## src/rtl/ysyx_25040105_lsu.sv

```systemverilog
// ---------------------------------------------------------------------------
// ysyx_25040105_lsu
//
// Multi-cycle load/store unit for the NPC core. It sits between the EXU
// (address/store data) and the data-memory bus. It handshakes with the core
// through req_*/rsp_* and with the bus through mem_req_*/mem_rsp_*. It also
// handles byte-lane alignment, sign/zero extension, misalignment and illegal
// funct3 detection, and bus timeout detection.
//
// Parameters
//   ADDR_W   byte address width (>= 3); data width is fixed at 32
//   TIMEOUT  maximum number of cycles spent waiting for a bus response before
//            reporting a timeout; 0 disables the timeout
//
// Ports
//   clk, rst                  rising-edge clock, asynchronous active-low reset
//   req_valid/req_ready       core request handshake
//   req_wen, req_funct3       store/load select and RV32 access type
//   req_addr, req_wdata       byte address and store data (rs2)
//   rsp_valid/rsp_ready       core response handshake (held until accepted)
//   rsp_rdata, rsp_err        extended load data, error code
//                             (00 ok, 01 misaligned, 10 timeout, 11 illegal)
//   mem_req_valid/ready       bus request handshake
//   mem_req_wen/addr          bus write enable, word-aligned address
//   mem_req_wdata/wmask       lane-replicated store data, byte write mask
//   mem_rsp_valid/rdata       single-cycle bus response and raw aligned word
// ---------------------------------------------------------------------------
module ysyx_25040105_lsu #(
    parameter int ADDR_W  = 32,
    parameter int TIMEOUT = 256
) (
    input  logic              clk,
    input  logic              rst,
    input  logic              req_valid,
    output logic              req_ready,
    input  logic              req_wen,
    input  logic [2:0]        req_funct3,
    input  logic [ADDR_W-1:0] req_addr,
    input  logic [31:0]       req_wdata,
    output logic              rsp_valid,
    input  logic              rsp_ready,
    output logic [31:0]       rsp_rdata,
    output logic [1:0]        rsp_err,
    output logic              mem_req_valid,
    input  logic              mem_req_ready,
    output logic              mem_req_wen,
    output logic [ADDR_W-1:0] mem_req_addr,
    output logic [31:0]       mem_req_wdata,
    output logic [3:0]        mem_req_wmask,
    input  logic              mem_rsp_valid,
    input  logic [31:0]       mem_rsp_rdata
);

    typedef enum logic [1:0] {
        IDLE,
        ISSUE,
        WAIT,
        RESP
    } state_t;

    localparam logic [1:0] ERR_OK       = 2'b00;
    localparam logic [1:0] ERR_MISALIGN = 2'b01;
    localparam logic [1:0] ERR_TIMEOUT  = 2'b10;
    localparam logic [1:0] ERR_ILLEGAL  = 2'b11;

    // The wait counter only has to reach TIMEOUT-1.
    localparam int              CNT_W    = (TIMEOUT > 1) ? $clog2(TIMEOUT) : 1;
    localparam logic [CNT_W-1:0] CNT_LAST = CNT_W'((TIMEOUT > 0) ? TIMEOUT - 1 : 0);

    state_t            state;
    state_t            state_next;

    logic              wen_q;
    logic [2:0]        funct3_q;
    logic [ADDR_W-1:0] addr_q;
    logic [31:0]       wdata_q;
    logic [3:0]        wmask_q;
    logic [CNT_W-1:0]  cnt;
    logic [31:0]       rdata_q;
    logic [1:0]        err_q;

    logic              illegal;
    logic              misaligned;
    logic [31:0]       lane_wdata;
    logic [3:0]        lane_wmask;
    logic [31:0]       load_shift;
    logic [31:0]       load_data;
    logic              timeout_hit;

    // Decode the incoming request. Illegal funct3 takes priority over
    // misalignment; misalignment is only meaningful for legal access sizes.
    always_comb begin
        illegal    = 1'b0;
        misaligned = 1'b0;
        if (req_wen) begin
            illegal = req_funct3[2] | (req_funct3[1:0] == 2'b11);
        end else begin
            illegal = (req_funct3 == 3'b011) | (req_funct3 == 3'b110) |
                      (req_funct3 == 3'b111);
        end
        misaligned = ((req_funct3[1:0] == 2'b01) & req_addr[0]) |
                     ((req_funct3[1:0] == 2'b10) & (req_addr[1:0] != 2'b00));
    end

    // Store data is replicated across all lanes so the bus only has to look at
    // the write mask to pick the right bytes.
    always_comb begin
        lane_wdata = req_wdata;
        lane_wmask = 4'b1111;
        case (req_funct3[1:0])
            2'b00: begin
                lane_wdata = {4{req_wdata[7:0]}};
                lane_wmask = 4'b0001 << req_addr[1:0];
            end
            2'b01: begin
                lane_wdata = {2{req_wdata[15:0]}};
                lane_wmask = 4'b0011 << req_addr[1:0];
            end
            default: begin
            end
        endcase
    end

    // Move the addressed byte/half down to bit 0, then extend it according to
    // the latched access type.
    always_comb begin
        load_shift = mem_rsp_rdata >> {addr_q[1:0], 3'b000};
        case (funct3_q)
            3'b000:  load_data = {{24{load_shift[7]}}, load_shift[7:0]};
            3'b001:  load_data = {{16{load_shift[15]}}, load_shift[15:0]};
            3'b100:  load_data = {24'd0, load_shift[7:0]};
            3'b101:  load_data = {16'd0, load_shift[15:0]};
            default: load_data = mem_rsp_rdata;
        endcase
    end

    assign timeout_hit = (TIMEOUT != 0) && (cnt == CNT_LAST);

    // State register.
    always_ff @(posedge clk or negedge rst) begin
        if (!rst) begin
            state <= IDLE;
        end else begin
            state <= state_next;
        end
    end

    // Next state and handshake outputs. A bus response arriving in the same
    // cycle as the timeout wins over the timeout.
    always_comb begin
        state_next    = state;
        req_ready     = 1'b0;
        mem_req_valid = 1'b0;
        rsp_valid     = 1'b0;
        case (state)
            IDLE: begin
                req_ready = 1'b1;
                if (req_valid) begin
                    state_next = (illegal || misaligned) ? RESP : ISSUE;
                end
            end
            ISSUE: begin
                mem_req_valid = 1'b1;
                if (mem_req_ready) begin
                    state_next = WAIT;
                end
            end
            WAIT: begin
                if (mem_rsp_valid || timeout_hit) begin
                    state_next = RESP;
                end
            end
            RESP: begin
                rsp_valid = 1'b1;
                if (rsp_ready) begin
                    state_next = IDLE;
                end
            end
            default: state_next = IDLE;
        endcase
    end

    // Request latch, wait counter and response registers. Store data and mask
    // are prepared at accept time so they stay stable for the whole ISSUE phase.
    always_ff @(posedge clk or negedge rst) begin
        if (!rst) begin
            wen_q    <= 1'b0;
            funct3_q <= 3'd0;
            addr_q   <= '0;
            wdata_q  <= 32'd0;
            wmask_q  <= 4'd0;
            cnt      <= '0;
            rdata_q  <= 32'd0;
            err_q    <= ERR_OK;
        end else begin
            case (state)
                IDLE: begin
                    if (req_valid) begin
                        wen_q    <= req_wen;
                        funct3_q <= req_funct3;
                        addr_q   <= req_addr;
                        wdata_q  <= lane_wdata;
                        wmask_q  <= req_wen ? lane_wmask : 4'd0;
                        rdata_q  <= 32'd0;
                        if (illegal) begin
                            err_q <= ERR_ILLEGAL;
                        end else if (misaligned) begin
                            err_q <= ERR_MISALIGN;
                        end else begin
                            err_q <= ERR_OK;
                        end
                    end
                end
                ISSUE: begin
                    if (mem_req_ready) begin
                        cnt <= '0;
                    end
                end
                WAIT: begin
                    cnt <= cnt + CNT_W'(1);
                    if (mem_rsp_valid) begin
                        rdata_q <= wen_q ? 32'd0 : load_data;
                        err_q   <= ERR_OK;
                    end else if (timeout_hit) begin
                        rdata_q <= 32'd0;
                        err_q   <= ERR_TIMEOUT;
                    end
                end
                default: begin
                end
            endcase
        end
    end

    assign rsp_rdata     = rdata_q;
    assign rsp_err       = err_q;
    assign mem_req_wen   = wen_q;
    assign mem_req_addr  = {addr_q[ADDR_W-1:2], 2'b00};
    assign mem_req_wdata = wdata_q;
    assign mem_req_wmask = wmask_q;

endmodule
```

## config.mk

```make
export PLATFORM = sky130hd
export DESIGN_NAME = ysyx_25040105_lsu
export DESIGN_NICKNAME = d
export VERILOG_FILES = /design/src/rtl/ysyx_25040105_lsu.sv
export SDC_FILE = /design/constraint.sdc
export NUM_CORES = 1
export LEC_CHECK = 0
export BUFFER_PORTS_ARGS = -buffer_cell sky130_fd_sc_hd__buf_2
export CORE_MARGIN = 10
export CORE_UTILIZATION = 45
export CTS_BUF_LIST = sky130_fd_sc_hd__clkbuf_2 sky130_fd_sc_hd__clkbuf_4 sky130_fd_sc_hd__clkbuf_8
export DETAILED_ROUTE_END_ITERATION = 8
export PLACE_DENSITY = 0.77
export SLEW_MARGIN = 20
export SYNTH_ARGS = -nofsm -noshare
export SYNTH_HDL_FRONTEND = slang
export SYNTH_SLANG_ARGS = --single-unit
```

## constraint.sdc

```tcl
create_clock -name clk -period 1.9 [get_ports clk]
set_clock_uncertainty 0.05 [all_clocks]
set_input_delay 0.285 -clock clk [delete_from_list [all_inputs] [get_ports clk]]
set_output_delay 0.285 -clock clk [all_outputs]
set_load 0.01 [all_outputs]
```

* Yosys cells after proc, flatten, opt, wreduce, memory -nomap -nowiden
Index checks and enable logic that the tools add are counted.
W data, S select, Z words.
** Storage, ports and cells
- Bits in registers :: 116
- Input bits :: 106
- Output and inout bits :: 106
- Logic and storage cells :: 76
** Operators by class
- Add/sub/neg operators :: 1
- Eq/ne operators :: 18
- Shift-type cells :: 3
- Mux-type cells :: 27
- Bitwise operators :: 6
- Reduce and logical (&&, ||, !) cells :: 12
** Operator list (number)
- $mux W32 :: 4
- $pmux W32 S2 :: 2
- $pmux W32 S4 :: 1
- $shr A32 B5 Y16 :: 1
- $mux W2 :: 9
- $pmux W8 S2 :: 1
- $eq A3 B3 Y1 const B :: 4
- $add A8 B1 Y8 const B :: 1
- $eq A2 B2 Y1 const B :: 4
- $eq A8 B8 Y1 const B :: 1
- $mux W8 :: 1
- $ne A2 B2 Y1 const B :: 4
- $pmux W2 S4 :: 1
- $pmux W4 S2 :: 1
- $reduce_bool A2 Y1 :: 3
- $mux W1 :: 5
- $eq A2 B1 Y1 const B :: 2
- $logic_not A2 Y1 :: 2
- $mux W4 :: 1
- $or A1 B1 Y1 :: 4
- $pmux W2 S2 :: 1
- $reduce_and A2 Y1 :: 2
- $reduce_and A4 Y1 :: 1
- $shl A1 B2 Y4 const A :: 1
- other kinds (8) :: 10

* Logic depth before layout (Yosys ltp)
- Word-level depth :: 8
- Mapped depth :: 8

* Worst setup path after synthesis
OpenSTA, ideal clock, no wires.
- Path type :: reg-to-reg
- Start point :: reg state[0]
- End point :: reg rdata_q[21], in the netlist rsp_rdata[21]
- Setup time :: 0.066 ns
- Data arrival time :: 1.831 ns
- Required time :: 1.784 ns
- Setup slack :: -0.047 ns
- Stages on the path, launching flop included :: 8
- Path buffers :: 1
- Clock period less this slack :: 1.947 ns
- Cells stage by stage :: dfrtp_1 inv_1 ha_1 nor2b_4 or4_4 a31oi_4 buf_6 a221o_1
** On the way
- Cells in the longest elaborated chain, start to end :: 3
- Elaborated cells on any way between the ends :: 7
** Ends and longest elaborated chain
- from (decl) :: RTL line 70 : state_t state;
- from (signal assigned) :: RTL line 144 : state <= state_next;
- $eq A2 B2 Y1 or $logic_not A2 Y1 (tied branches) :: RTL line 196 : case (state)
- $ne A3 B3 Y1 (no source line), or another cell as far along
- $reduce_and A3 Y1 (no source line)
- to (signal assigned) :: RTL line 222 : rdata_q <= wen_q ? 32'd0 : load_data;
- to (decl) :: RTL line 79 : logic [31:0] rdata_q;
Several ways; a longest one is shown, not always the timed one.
A chain may end at the register's enable or synchronous reset.

* Worst setup path after layout
- Start point :: reg state[1]
- End point :: reg rdata_q[20], in the netlist rsp_rdata[20]
The elaborated chain is that of the path after synthesis.

==> reports/results.txt <==
result of the run: finished, violations left
failing checks: setup timing
launching element type of the critical path: flip-flop
routed wire length: 17400 um
Placed Instance Area: 0.00692 sq mm
critical path type: reg -> reg
buffer type at the clock tree root: sky130_fd_sc_hd__clkbuf_8
post-DR vias/cell: 5.37
Slew Viols, Final: 0
hold-critical path endpoint: addr_q[28]$_DFFE_PN0P_
area share of the largest cell type after synthesis: 0.506
final setup TNS: -1.11 ns
count of cell types in the netlist: 43
# nets final: 849
Site Rows: 41
worst slew margin relative to its limit: 0.647
Post-synth EDFFs: 0
leading cell types by total area after synthesis: sky130_fd_sc_hd__dfrtp_1 51%, sky130_fd_sc_hd__mux2_2 8.8%, sky130_fd_sc_hd__mux2i_1 7.8%
Critical R2R Capture: rsp_rdata[20]$_DFFE_PN0P_
maximum fanout count along the critical path: 8
first-pass GRT wire length: 27200 um
number of buffers created by CTS: 17
clock sink count: 116
CTS tree: yes
number of H-tree branching levels: 4
clock insertion delay at the later pin of the skew report: 0.44 ns
global route overflow: 0
FF+latch area: 0.00290 sq mm
leakage power: 3.91 nW
pin slew with the least headroom to its limit: 0.529 ns
area growth from synthesis to final layout: 34.4%
warning count from the yosys run: 0
RSZ-0062 raised after global routing: yes
hold wc startpoint: req_addr[28]
PortBufs: 209
number of instances in the placed design: 868
achievable frequency: 502 MHz
prevailing post-synth register cell: sky130_fd_sc_hd__dfrtp_1
sum of internal, switching and leakage power: 12.5 mW
final number of hold-violating endpoints: 0
worst path setup slack after routing: -0.0928 ns
count of endpoints failing setup in the final report: 17
area of the core: 0.0126 sq mm
First DRT Iteration DRCs: 397
global-route usage over all layers: 0.190
sum of net half-perimeters after detailed placement: 12700 um
Layout Cell Area excl Fill: 0.00771 sq mm
vias in the first global route: 5325
netlist area before placement: 0.00574 sq mm
Post-Synthesis Cells: 525
critical path data arrival time: 2.32 ns
setup slack of the most critical reg-to-reg path: -0.09 ns
share of cells above drive strength 1: 0.462
IR Drop Worst-Case VDD: 0.773 mV
worst r2r src: state[1]$_DFFE_PN0P_
worst hold path stage count: 2
die height: 133 um
largest net degree at the start of global routing: 62
CP required: 2.23 ns
Residual DRC: 0
final worst-path cycle share: 1.05
overall die width: 133 um
antenna violations before repair: 2
Yosys reg bits: 116
cell type with the highest aggregate area in the netlist: sky130_fd_sc_hd__dfrtp_1
via count: 4959
effective utilization at floorplan: 0.457
proportion of synthesized flip-flops having asynchronous set or reset: 1.00
area of the multi-input gates: 0.00250 sq mm
area of the die: 0.0177 sq mm
sequential share of the synthesized area: 0.506
pwr dens: 1620 mW/mm^2
count of cells along the worst register-to-register path: 8
First-pass DRT Iterations: 6
Avg WL per Cell: 18.9 um
Filler cells: 1001
Max-Cap Viols: 0
endpoint kind of the worst setup timing path: flip-flop
minimum period implied by the final worst setup slack: 1.99 ns
Clock transition at path regs: 0.07 ns
Mean Syn Cell Area: 10.9 sq um
maximum clock insertion buffer count: 2
number of nets with antenna violations after routing: 0
Routability Congestion: 0.819
boundary pin count: 212
hold crit path type: in -> reg
Final Non-Filler Cells: 924
-- worst max-delay path, stage by stage, from the launching register on --
cell and delay (ns):
sky130_fd_sc_hd__dfrtp_1 0.39, sky130_fd_sc_hd__inv_2 0.07, sky130_fd_sc_hd__ha_4 0.16, sky130_fd_sc_hd__nor2b_4 0.12
sky130_fd_sc_hd__buf_6 0.11, sky130_fd_sc_hd__or4_4 0.48, sky130_fd_sc_hd__a31oi_4 0.25, sky130_fd_sc_hd__clkbuf_16 0.20
sky130_fd_sc_hd__a221o_1 0.11
-- state kept, by name (all words and copies together) (netlist names) --
name,cells
cnt,8
mem_req_wdata,32
mem_req_wen,1
rsp_err,2
rsp_rdata,32
funct3_q,3
addr_q,32
state,2
mem_req_wmask,4
-- repair_timing --
| action | CTS | global route |
|---|---|---|
| pin swaps | 2 | 12 |
| setup endpoints to repair | 24 | 32 |
| cloned | 2 | 3 |
| hold buffers | 6 | 0 |
| hold endpoints to repair | 39 | 0 |
| gates resized for setup | 10 | 15 |
| buffers inserted | 9 | 6 |
-- layout make-up --
class                   count  area share
diodes                      1    0.000324
clock inverters            13      0.0234
multi-input cells         326       0.324
repair buffers            256       0.204
flip-flops and latches    116       0.376
inverters                  21      0.0102
clock buffers              19      0.0339
well taps                 172      0.0279
-- cells by family after synthesis --
kind of cell               Yosys count  share of synthesized area
muxes                               90                      0.167
buffers and inverters               85                     0.0798
other                                1                   0.000654
adders and majority gates            5                     0.0109
DFF                                116                      0.506
and+or+nand+nor                    106                     0.0859
xor gates and xnor gates             1                    0.00153
AOI/OAI and AO/OA                  121                      0.148
-- how the worst max path moves through the flow --
stage / slack (ns) / cells after the start / from / end
detailed placement: -0.13 / 8 / state[0]$_DFFE_PN0P_ / rsp_rdata[21]$_DFFE_PN0P_
finish: -0.09 / 8 / state[1]$_DFFE_PN0P_ / rsp_rdata[20]$_DFFE_PN0P_
global route: -0.13 / 8 / state[0]$_DFFE_PN0P_ / rsp_rdata[17]$_DFFE_PN0P_
global placement: -0.29 / 6 / state[0]$_DFFE_PN0P_ / rsp_rdata[14]$_DFFE_PN0P_
floorplan: 0.03 / 7 / state[0]$_DFFE_PN0P_ / rsp_rdata[21]$_DFFE_PN0P_
CTS: -0.09 / 8 / state[0]$_DFFE_PN0P_ / rsp_rdata[17]$_DFFE_PN0P_
-- layout by cell type (no fill, tap or decap), types with 19 or more instances in the layout --
cell type,netlist,routed
sky130_fd_sc_hd__o21ai_0,49,48
sky130_fd_sc_hd__a221o_1,24,24
sky130_fd_sc_hd__clkbuf_8,0,19
sky130_fd_sc_hd__buf_4,32,26
sky130_fd_sc_hd__buf_2,9,209
sky130_fd_sc_hd__nand2_1,49,48
sky130_fd_sc_hd__nor2_1,25,23
sky130_fd_sc_hd__inv_1,21,19
sky130_fd_sc_hd__dfrtp_1,116,116
sky130_fd_sc_hd__mux2i_1,45,44
sky130_fd_sc_hd__mux2_2,45,45
-- stage by stage --
stage | util | worst slack, ns | hold slack (ns)
floorplan | - | 0.0297 | -0.0606
global placement | 0.550 | -0.294 | 0.242
detailed placement | 0.551 | -0.130 | 0.248
CTS | 0.602 | -0.0859 | 0.000626
global route | 0.614 | -0.130 | 0.00556
finish | 0.614 | -0.0928 | 0.0197
-- power by group --
group	internal (mW)	switching, mW	leakage (nW)
Combinational	2.79	2.99	2.22
Clock	1.49	1.02	0.218
Sequential	3.56	0.659	1.47
Total	7.84	4.68	3.91
-- cell usage after synthesis, types with 2 or more instances --
cell and count:
sky130_fd_sc_hd__mux2_2 45, sky130_fd_sc_hd__nor2_1 25, sky130_fd_sc_hd__nor3_1 2, sky130_fd_sc_hd__buf_2 9
sky130_fd_sc_hd__o31ai_1 2, sky130_fd_sc_hd__inv_1 21, sky130_fd_sc_hd__and2_1 8, sky130_fd_sc_hd__nand2_1 49
sky130_fd_sc_hd__nor2b_1 4, sky130_fd_sc_hd__o21ai_0 49, sky130_fd_sc_hd__dfrtp_1 116, sky130_fd_sc_hd__buf_1 5
sky130_fd_sc_hd__a21oi_1 10, sky130_fd_sc_hd__a21o_1 2, sky130_fd_sc_hd__clkbuf_1 17, sky130_fd_sc_hd__mux2i_1 45
sky130_fd_sc_hd__buf_4 32, sky130_fd_sc_hd__o211ai_1 8, sky130_fd_sc_hd__ha_1 5, sky130_fd_sc_hd__nand3b_1 2
sky130_fd_sc_hd__a221o_1 24, sky130_fd_sc_hd__nand2b_1 4, sky130_fd_sc_hd__a31oi_1 2, sky130_fd_sc_hd__nand3_1 4
sky130_fd_sc_hd__o21a_1 3, sky130_fd_sc_hd__a221oi_1 9, sky130_fd_sc_hd__o22a_1 7
-- metal layers --
layer,vias to the layer above,GRT usage,routed length [um]
li1,2265,-,-
met1,2401,0.200,6440
met2,230,0.314,8610
met3,61,0.0927,1800
met4,2,0.0856,570
met5,-,0,7
Power figures use the tool's default switching activity.
